[config.mk]
export PLATFORM = sky130hd
export DESIGN_NAME = multi_alarm_clock
export DESIGN_NICKNAME = d
export VERILOG_FILES = /design/src/rtl/alarm_clock_pkg.sv /design/src/rtl/bcd_time_counter.sv /design/src/rtl/multi_alarm_clock.sv
export SDC_FILE = /design/constraint.sdc
export NUM_CORES = 1
export LEC_CHECK = 0
export CAP_MARGIN = 20
export CORE_AREA = 10 10 126 128
export CTS_CLUSTER_DIAMETER = 100
export DETAILED_ROUTE_END_ITERATION = 8
export DIE_AREA = 0 0 136 138
export GPL_TIMING_DRIVEN = 0
export PLACE_DENSITY = 0.66
export SYNTH_ARGS = -nofsm -noshare
export SYNTH_HDL_FRONTEND = slang
export SYNTH_SLANG_ARGS = --single-unit
[constraint.sdc]
create_clock -name clk -period 2.85 [get_ports clk]
set_input_delay 0.285 -clock clk [delete_from_list [all_inputs] [get_ports clk]]
set_output_delay 0.285 -clock clk [all_outputs]
set_load 0.05 [all_outputs]
[src/rtl/alarm_clock_pkg.sv]
// Shared types and BCD helpers for multi_alarm_clock.
// ALARM_SNOOZE_EN adds the SNOOZE state to the FSM encoding.
package alarm_clock_pkg;

  localparam int HOUR_MAX   = 23;
  localparam int MINSEC_MAX = 59;
  localparam int DIGIT_MAX  = 9;

  typedef struct packed {
    logic [1:0] h1;
    logic [3:0] h0;
    logic [3:0] m1;
    logic [3:0] m0;
  } hm_t;

`ifdef ALARM_SNOOZE_EN
  typedef enum logic [1:0] {ST_IDLE, ST_RING, ST_SNOOZE} state_t;
`else
  typedef enum logic {ST_IDLE, ST_RING} state_t;
`endif

  function automatic logic bcd_hm_valid(input hm_t v);
    return (v.h0 <= 4'(DIGIT_MAX)) && (v.m1 <= 4'(MINSEC_MAX / 10)) &&
           (v.m0 <= 4'(DIGIT_MAX)) &&
           ((int'(v.h1) * 10 + int'(v.h0)) <= HOUR_MAX);
  endfunction

endpackage

[src/rtl/bcd_time_counter.sv]
// HH:MM:SS BCD time-of-day counter with synchronous load and a strobe
// marking the cycle in which the time has just become HH:MM:00.
module bcd_time_counter
  import alarm_clock_pkg::*;
(
  input  logic       clk,
  input  logic       rst,
  input  logic       tick,
  input  logic       load,
  input  hm_t        load_hm,
  output logic [1:0] h1,
  output logic [3:0] h0,
  output logic [3:0] m1,
  output logic [3:0] m0,
  output logic [3:0] s1,
  output logic [3:0] s0,
  output logic       at_zero
);

  localparam logic [3:0] D_MAX  = 4'(DIGIT_MAX);
  localparam logic [3:0] T_MAX  = 4'(MINSEC_MAX / 10);
  localparam logic [1:0] H1_MAX = 2'(HOUR_MAX / 10);
  localparam logic [3:0] H0_MAX = 4'(HOUR_MAX % 10);

  always_ff @(posedge clk or posedge rst) begin
    if (rst) begin
      h1 <= '0; h0 <= '0; m1 <= '0; m0 <= '0; s1 <= '0; s0 <= '0;
      at_zero <= 1'b0;
    end else begin
      at_zero <= 1'b0;
      if (load) begin
        h1 <= load_hm.h1; h0 <= load_hm.h0;
        m1 <= load_hm.m1; m0 <= load_hm.m0;
        s1 <= '0; s0 <= '0;
        at_zero <= 1'b1;
      end else if (tick) begin
        if (s0 != D_MAX) s0 <= s0 + 1'b1;
        else begin
          s0 <= '0;
          if (s1 != T_MAX) s1 <= s1 + 1'b1;
          else begin
            s1 <= '0;
            at_zero <= 1'b1;
            if (m0 != D_MAX) m0 <= m0 + 1'b1;
            else begin
              m0 <= '0;
              if (m1 != T_MAX) m1 <= m1 + 1'b1;
              else begin
                m1 <= '0;
                if (h1 == H1_MAX && h0 == H0_MAX) begin
                  h1 <= '0; h0 <= '0;
                end else if (h0 != D_MAX) h0 <= h0 + 1'b1;
                else begin
                  h0 <= '0; h1 <= h1 + 1'b1;
                end
              end
            end
          end
        end
      end
    end
  end

endmodule

[src/rtl/multi_alarm_clock.sv]
// BCD 24h clock with N alarm channels, ring timeout and optional snooze.
// Define ALARM_SNOOZE_EN to compile in the SNOOZE state and snooze counter.
module multi_alarm_clock
  import alarm_clock_pkg::*;
#(
  parameter int unsigned CLK_PER_SEC  = 10,
  parameter int unsigned N_ALARMS     = 4,
  parameter int unsigned SNOOZE_MIN   = 5,
  parameter int unsigned RING_MAX_MIN = 1,
  localparam int unsigned ALW = (N_ALARMS > 1) ? $clog2(N_ALARMS) : 1
) (
  input  logic                clk,
  input  logic                reset,
  input  logic [1:0]          H_in1,
  input  logic [3:0]          H_in0,
  input  logic [3:0]          M_in1,
  input  logic [3:0]          M_in0,
  input  logic                LD_time,
  input  logic                LD_alarm,
  input  logic [ALW-1:0]      AL_SEL,
  input  logic [N_ALARMS-1:0] AL_EN,
  input  logic                STOP_al,
  input  logic                SNOOZE,
  output logic                Alarm,
  output logic [ALW-1:0]      Alarm_id,
  output logic [1:0]          H_out1,
  output logic [3:0]          H_out0,
  output logic [3:0]          M_out1,
  output logic [3:0]          M_out0,
  output logic [3:0]          S_out1,
  output logic [3:0]          S_out0
);

  localparam int unsigned PW         = (CLK_PER_SEC > 1) ? $clog2(CLK_PER_SEC) : 1;
  localparam int unsigned RING_TICKS = RING_MAX_MIN * 60;
  localparam int unsigned RW         = $clog2(RING_TICKS);

  logic [PW-1:0] pre;
  logic          tick;
  hm_t           load_hm;
  hm_t           cur_hm;
  logic          load_ok;
  logic          time_ld;
  logic          at_zero;
  hm_t           alarm_reg [N_ALARMS];
  logic          hit;
  logic [ALW-1:0] hit_id;

  assign load_hm = {H_in1, H_in0, M_in1, M_in0};
  assign cur_hm  = {H_out1, H_out0, M_out1, M_out0};
  assign load_ok = bcd_hm_valid(load_hm);
  assign time_ld = LD_time & load_ok;
  assign tick    = (pre == PW'(CLK_PER_SEC - 1));

  always_ff @(posedge clk or posedge reset) begin
    if (reset)              pre <= '0;
    else if (time_ld || tick) pre <= '0;
    else                    pre <= pre + 1'b1;
  end

  bcd_time_counter u_time (
    .clk     (clk),
    .rst     (reset),
    .tick    (tick),
    .load    (time_ld),
    .load_hm (load_hm),
    .h1      (H_out1),
    .h0      (H_out0),
    .m1      (M_out1),
    .m0      (M_out0),
    .s1      (S_out1),
    .s0      (S_out0),
    .at_zero (at_zero)
  );

  always_ff @(posedge clk or posedge reset) begin
    if (reset) begin
      for (int unsigned k = 0; k < N_ALARMS; k++) alarm_reg[k] <= '0;
    end else if (LD_alarm && load_ok) begin
      for (int unsigned k = 0; k < N_ALARMS; k++)
        if (AL_SEL == ALW'(k)) alarm_reg[k] <= load_hm;
    end
  end

  // Lowest enabled matching channel wins
  always_comb begin
    hit    = 1'b0;
    hit_id = '0;
    for (int unsigned k = 0; k < N_ALARMS; k++) begin
      if (!hit && AL_EN[k] && alarm_reg[k] == cur_hm) begin
        hit    = 1'b1;
        hit_id = ALW'(k);
      end
    end
  end

  state_t         state, state_nx;
  logic [RW-1:0]  ring_cnt, ring_nx;
  logic [ALW-1:0] id_nx;
  logic           en_cur;

  assign en_cur = AL_EN[Alarm_id];

`ifdef ALARM_SNOOZE_EN
  localparam int unsigned SNZ_TICKS = SNOOZE_MIN * 60;
  localparam int unsigned SW        = $clog2(SNZ_TICKS);
  logic [SW-1:0] snz_cnt, snz_nx;

  always_ff @(posedge clk or posedge reset) begin
    if (reset) snz_cnt <= '0;
    else       snz_cnt <= snz_nx;
  end
`else
  logic snooze_unused;
  assign snooze_unused = SNOOZE;
`endif

  always_ff @(posedge clk or posedge reset) begin
    if (reset) begin
      state    <= ST_IDLE;
      ring_cnt <= '0;
      Alarm    <= 1'b0;
      Alarm_id <= '0;
    end else begin
      state    <= state_nx;
      ring_cnt <= ring_nx;
      Alarm    <= (state_nx == ST_RING);
      Alarm_id <= id_nx;
    end
  end

  always_comb begin
    state_nx = state;
    ring_nx  = ring_cnt;
    id_nx    = Alarm_id;
`ifdef ALARM_SNOOZE_EN
    snz_nx   = snz_cnt;
`endif
    case (state)
      ST_IDLE: begin
        if (at_zero && hit) begin
          state_nx = ST_RING;
          id_nx    = hit_id;
          ring_nx  = '0;
        end
      end
      ST_RING: begin
        if (STOP_al || !en_cur) state_nx = ST_IDLE;
`ifdef ALARM_SNOOZE_EN
        else if (SNOOZE) begin
          state_nx = ST_SNOOZE;
          snz_nx   = '0;
        end
`endif
        else if (tick) begin
          if (ring_cnt == RW'(RING_TICKS - 1)) state_nx = ST_IDLE;
          else ring_nx = ring_cnt + 1'b1;
        end
      end
`ifdef ALARM_SNOOZE_EN
      ST_SNOOZE: begin
        if (STOP_al || !en_cur) state_nx = ST_IDLE;
        else if (tick) begin
          if (snz_cnt == SW'(SNZ_TICKS - 1)) begin
            state_nx = ST_RING;
            ring_nx  = '0;
          end else snz_nx = snz_cnt + 1'b1;
        end
      end
`endif
      default: state_nx = ST_IDLE;
    endcase
  end

endmodule

==> results.toml, run 1 <==
[worst_setup_path]
end_kind = "flip-flop"
path_common_cell = "buf_6"
r2r-end = "ring_cnt[1]"
cp.required_ns = 3.09
cp-start-kind = "input port"
crit_start = "H_in0[2]"
cp_num_cells = 9
crit_buf_inv = 4
arrival_ns = 2.91
r2r_setup_slack_ns = 0.51
timing_worst_setup_path_type = "in2reg"
r2r-start = "u_time.h1[1]"
cpPeakStageDelay_ns = 0.60
cpMaxStageDelayCell = "clkdlybuf4s50_1"
r2r_cells = 6
worstPathCellList = "clkdlybuf4s50_1 -> inv_1 -> fa_1 -> or3_1 -> a32oi_2 -> buf_6 -> nor2_4 -> buf_6 -> o31a_1"
crit_fanout = 10
path_delay_family = "buffers and inverters"
crit_path_end = "u_time.h0[3]"

[global_routing]
antenna_found_initial = 0
track_usage_pct = 14.3
overflow = 0
grt_pass1_wl_um = 21300
grt_pass1_vias = 3906
grt_max_degree = 71

[timing]
tightestPinTransition_ns = 0.875
fmax_mhz = 375
fin_skew_ns = 0.00730
finalCritPeriodShare_pct = 93.6
max_slew_margin_pct = 41.1
period_minus_slack_ns = 2.67
setup_violations = 0
rsz0062_at_grt = "false"
hold_viol = 0
slew_viol_final = 0

[place]
dp_cells = 685
portBuffers = 49
place_area_mm2 = 0.00601
dp_hpwl_um = 9710
place_congestion = 0.839

[floorplan]
die_area_mm2 = 0.0188
io_pins = 51
fp.coreArea_mm2 = 0.0135
die_h_um = 138
start_util_pct = 39.0
die_w_um = 136
rows = 43

[clock_network]
root_buffer = "clkbuf_16"
cts_tree = "built"
cts_hold_buf = 0
clock_sinks = 92
worstSkewPairLatency_ns = 0.36
htreeDepth = 3
numCtsBuffers = 9
cts_max_path_buffers = 2
cts.clk_slew.worst_paths_ns = 0.07

[drt]
via_per_inst = 5.18
wirelength_um = 12900
drtAntennaViolNets = 0
drtPass1Iterations = 4
vias = 3631
drc_errors = 0
wire_per_inst_um = 18.5
drt-initial-drc-count = 264

[final_layout]
largest_reg_flops = 56
finalNonFillerCells = 701
multiInputGateArea_mm2 = 0.00268
drive_gt1_share_pct = 23.2
final_nets = 555
syn_to_final_growth_pct = 19.9
antennaDiodeCount = 0
fin_area_mm2 = 0.00631
n_fill_cell = 1223
seq_area_mm2 = 0.00230

[synth]
ys_seq_area_share_pct = 43.7
syn_area_per_cell_um2 = 11.6
ys_types = 61
synth_top_area_share_pct = 43.7
synth_top_area_cell = "dfrtp_1"
synth_edf_count = 0
async_flop_share_pct = 100
ys.flop_type = "dfrtp_1"
synthTopCellsByArea = "dfrtp_1, xnor2_1, mux2_2"
ys_seq_elements = 92
syn_inst = 455
synth_warnings = 0
netlist_area_mm2 = 0.00527
synth_nets = 494

[power]
power.density_mw_per_mm2 = 789
ir_drop_uv = 308
power.leakage_uw = 0.00269

[run]
drv_cap = 0

[status]
status = "finished, final reports clean"

[min_path]
holdCritPathClass = "in2async"
## where the power goes
| part | total [uW] | internal [uW] | switching, uW |
|---|---|---|---|
| Combinational | 1930 | 886 | 1040 |
| Clock | 1240 | 684 | 551 |
| Sequential | 1820 | 1590 | 230 |
## timing repair
item,4_1_cts,5_1_grt
setup buffers,0,0
gates resized for setup,1,2
endpoints found under the setup margin,33,31
## worst min-delay path by stage
stage	startpoint	endpoint	slack (ns)	depth (start not counted)
6_report	reset	u_time.s1[1]	0.25	2
5_1_grt	reset	state	0.28	2
4_1_cts	reset	u_time.s1[1]	0.26	2
3_5_place_dp	alarm_reg[7]	alarm_reg[7]	0.50	1
3_3_place_gp	pre[0]	pre[0]	0.48	1
2_1_floorplan	H_in0[1]	u_time.h0[1]	0.43	2
## cells in the mapped netlist, drive strengths merged, types with 11 or more instances
| cell | number |
|---|---|
| nand3 | 11 |
| nand2 | 13 |
| ha | 12 |
| a21oi | 17 |
| nor3 | 14 |
| dfrtp | 92 |
| o21ai | 17 |
| xnor2 | 65 |
| nor2 | 22 |
| buf | 25 |
| inv | 17 |
| mux2 | 58 |
| nand4 | 19 |
## placed cells by master, fill, tap and decap left out, types with 5 or more instances in the layout
master,Yosys,routed
or3_1,5,5
buf_2,6,6
nand4_1,17,17
buf_6,9,9
nor2b_1,7,7
mux2_4,23,23
o21ai_0,17,17
mux2i_1,8,8
nand3_1,10,10
nor4_1,7,7
ha_1,12,12
nand2_1,13,13
buf_4,9,9
mux2_2,34,34
clkbuf_16,0,9
xnor2_1,65,65
nor2_1,19,19
a21oi_1,16,16
dfrtp_1,92,92
clkdlybuf4s50_1,0,46
inv_1,17,16
nor3_1,12,12
## kinds of logic (layout without fill, tap and decap cells)
logic type	Yosys count	in the layout	share of synthesized area [%]
AND/OR/NAND/NOR	123	123	14.4
adder cells (fa/ha/maj)	13	13	3.23
buffers and inverters	44	110	5.44
flip-flops	92	92	43.7
multiplexers	67	67	16.0
XOR/XNOR	67	67	11.1
AO/OA/AOI/OAI	49	49	6.04
## cell type report
cell class / instances / area share (%)
Sequential cell: 92 / 36.5
Multi-Input combinational cell: 319 / 42.4
Inverter: 17 / 1.05
Buffer: 27 / 3.53
Tap cell: 180 / 3.57
Clock inverter: 7 / 1.17
Timing Repair Buffer: 50 / 8.26
Clock buffer: 9 / 3.57
## per-layer routing
| layer | up-vias | share of wire, % | global-route usage, % |
|---|---|---|---|
| li1 | 1709 | - | - |
| met1 | 1830 | 44 | 18.6 |
| met2 | 72 | 48 | 22.9 |
| met3 | 20 | 5.3 | 2.93 |
| met4 | 0 | 2.2 | 5.44 |
| met5 | - | 0 | 0 |
## metrics by stage
step	hold slack [ns]	TNS (ns)	utilization [%]	worst slack [ns]	total power (uW)
2_1_floorplan	0.432	0	-	0.173	3220
3_3_place_gp	0.483	-139.68	44.3	-1.34	3730
3_5_place_dp	0.502	-24.79	44.5	-0.460	3800
4_1_cts	0.261	0	46.7	0.0260	5030
5_1_grt	0.282	0	46.8	0.0441	5280
6_report	0.248	0	46.8	0.182	4980
## worst register-to-register path, delay by kind of cell (launching register included)
family	cells	cell delay, ns
AOI/OAI and AO/OA	1	0.29
and+or+nand+nor	3	1.12
DFF	1	0.38
xor gates and xnor gates	1	0.26
buffers and inverters	1	0.18
No activity file was read; power rests on OpenSTA's default activity.
==> inputs of run 2 (changes only) <==
--- a/config.mk
+++ b/config.mk
@@ -11,6 +11,7 @@
 export DETAILED_ROUTE_END_ITERATION = 8
 export DIE_AREA = 0 0 136 138
 export GPL_TIMING_DRIVEN = 0
+export HOLD_SLACK_MARGIN = 0.06
 export PLACE_DENSITY = 0.66
 export SYNTH_ARGS = -nofsm -noshare
 export SYNTH_HDL_FRONTEND = slang
==> results of run 2 <==
No change in the layout: final DEF, timing and power equal those of run 1.
==> inputs of run 3 (changes only) <==
--- a/config.mk
+++ b/config.mk
@@ -16,3 +16,4 @@
 export SYNTH_ARGS = -nofsm -noshare
 export SYNTH_HDL_FRONTEND = slang
 export SYNTH_SLANG_ARGS = --single-unit
+export TNS_END_PERCENT = 100
==> results of run 3 <==
No change in the layout: final DEF, timing and power equal those of run 1.
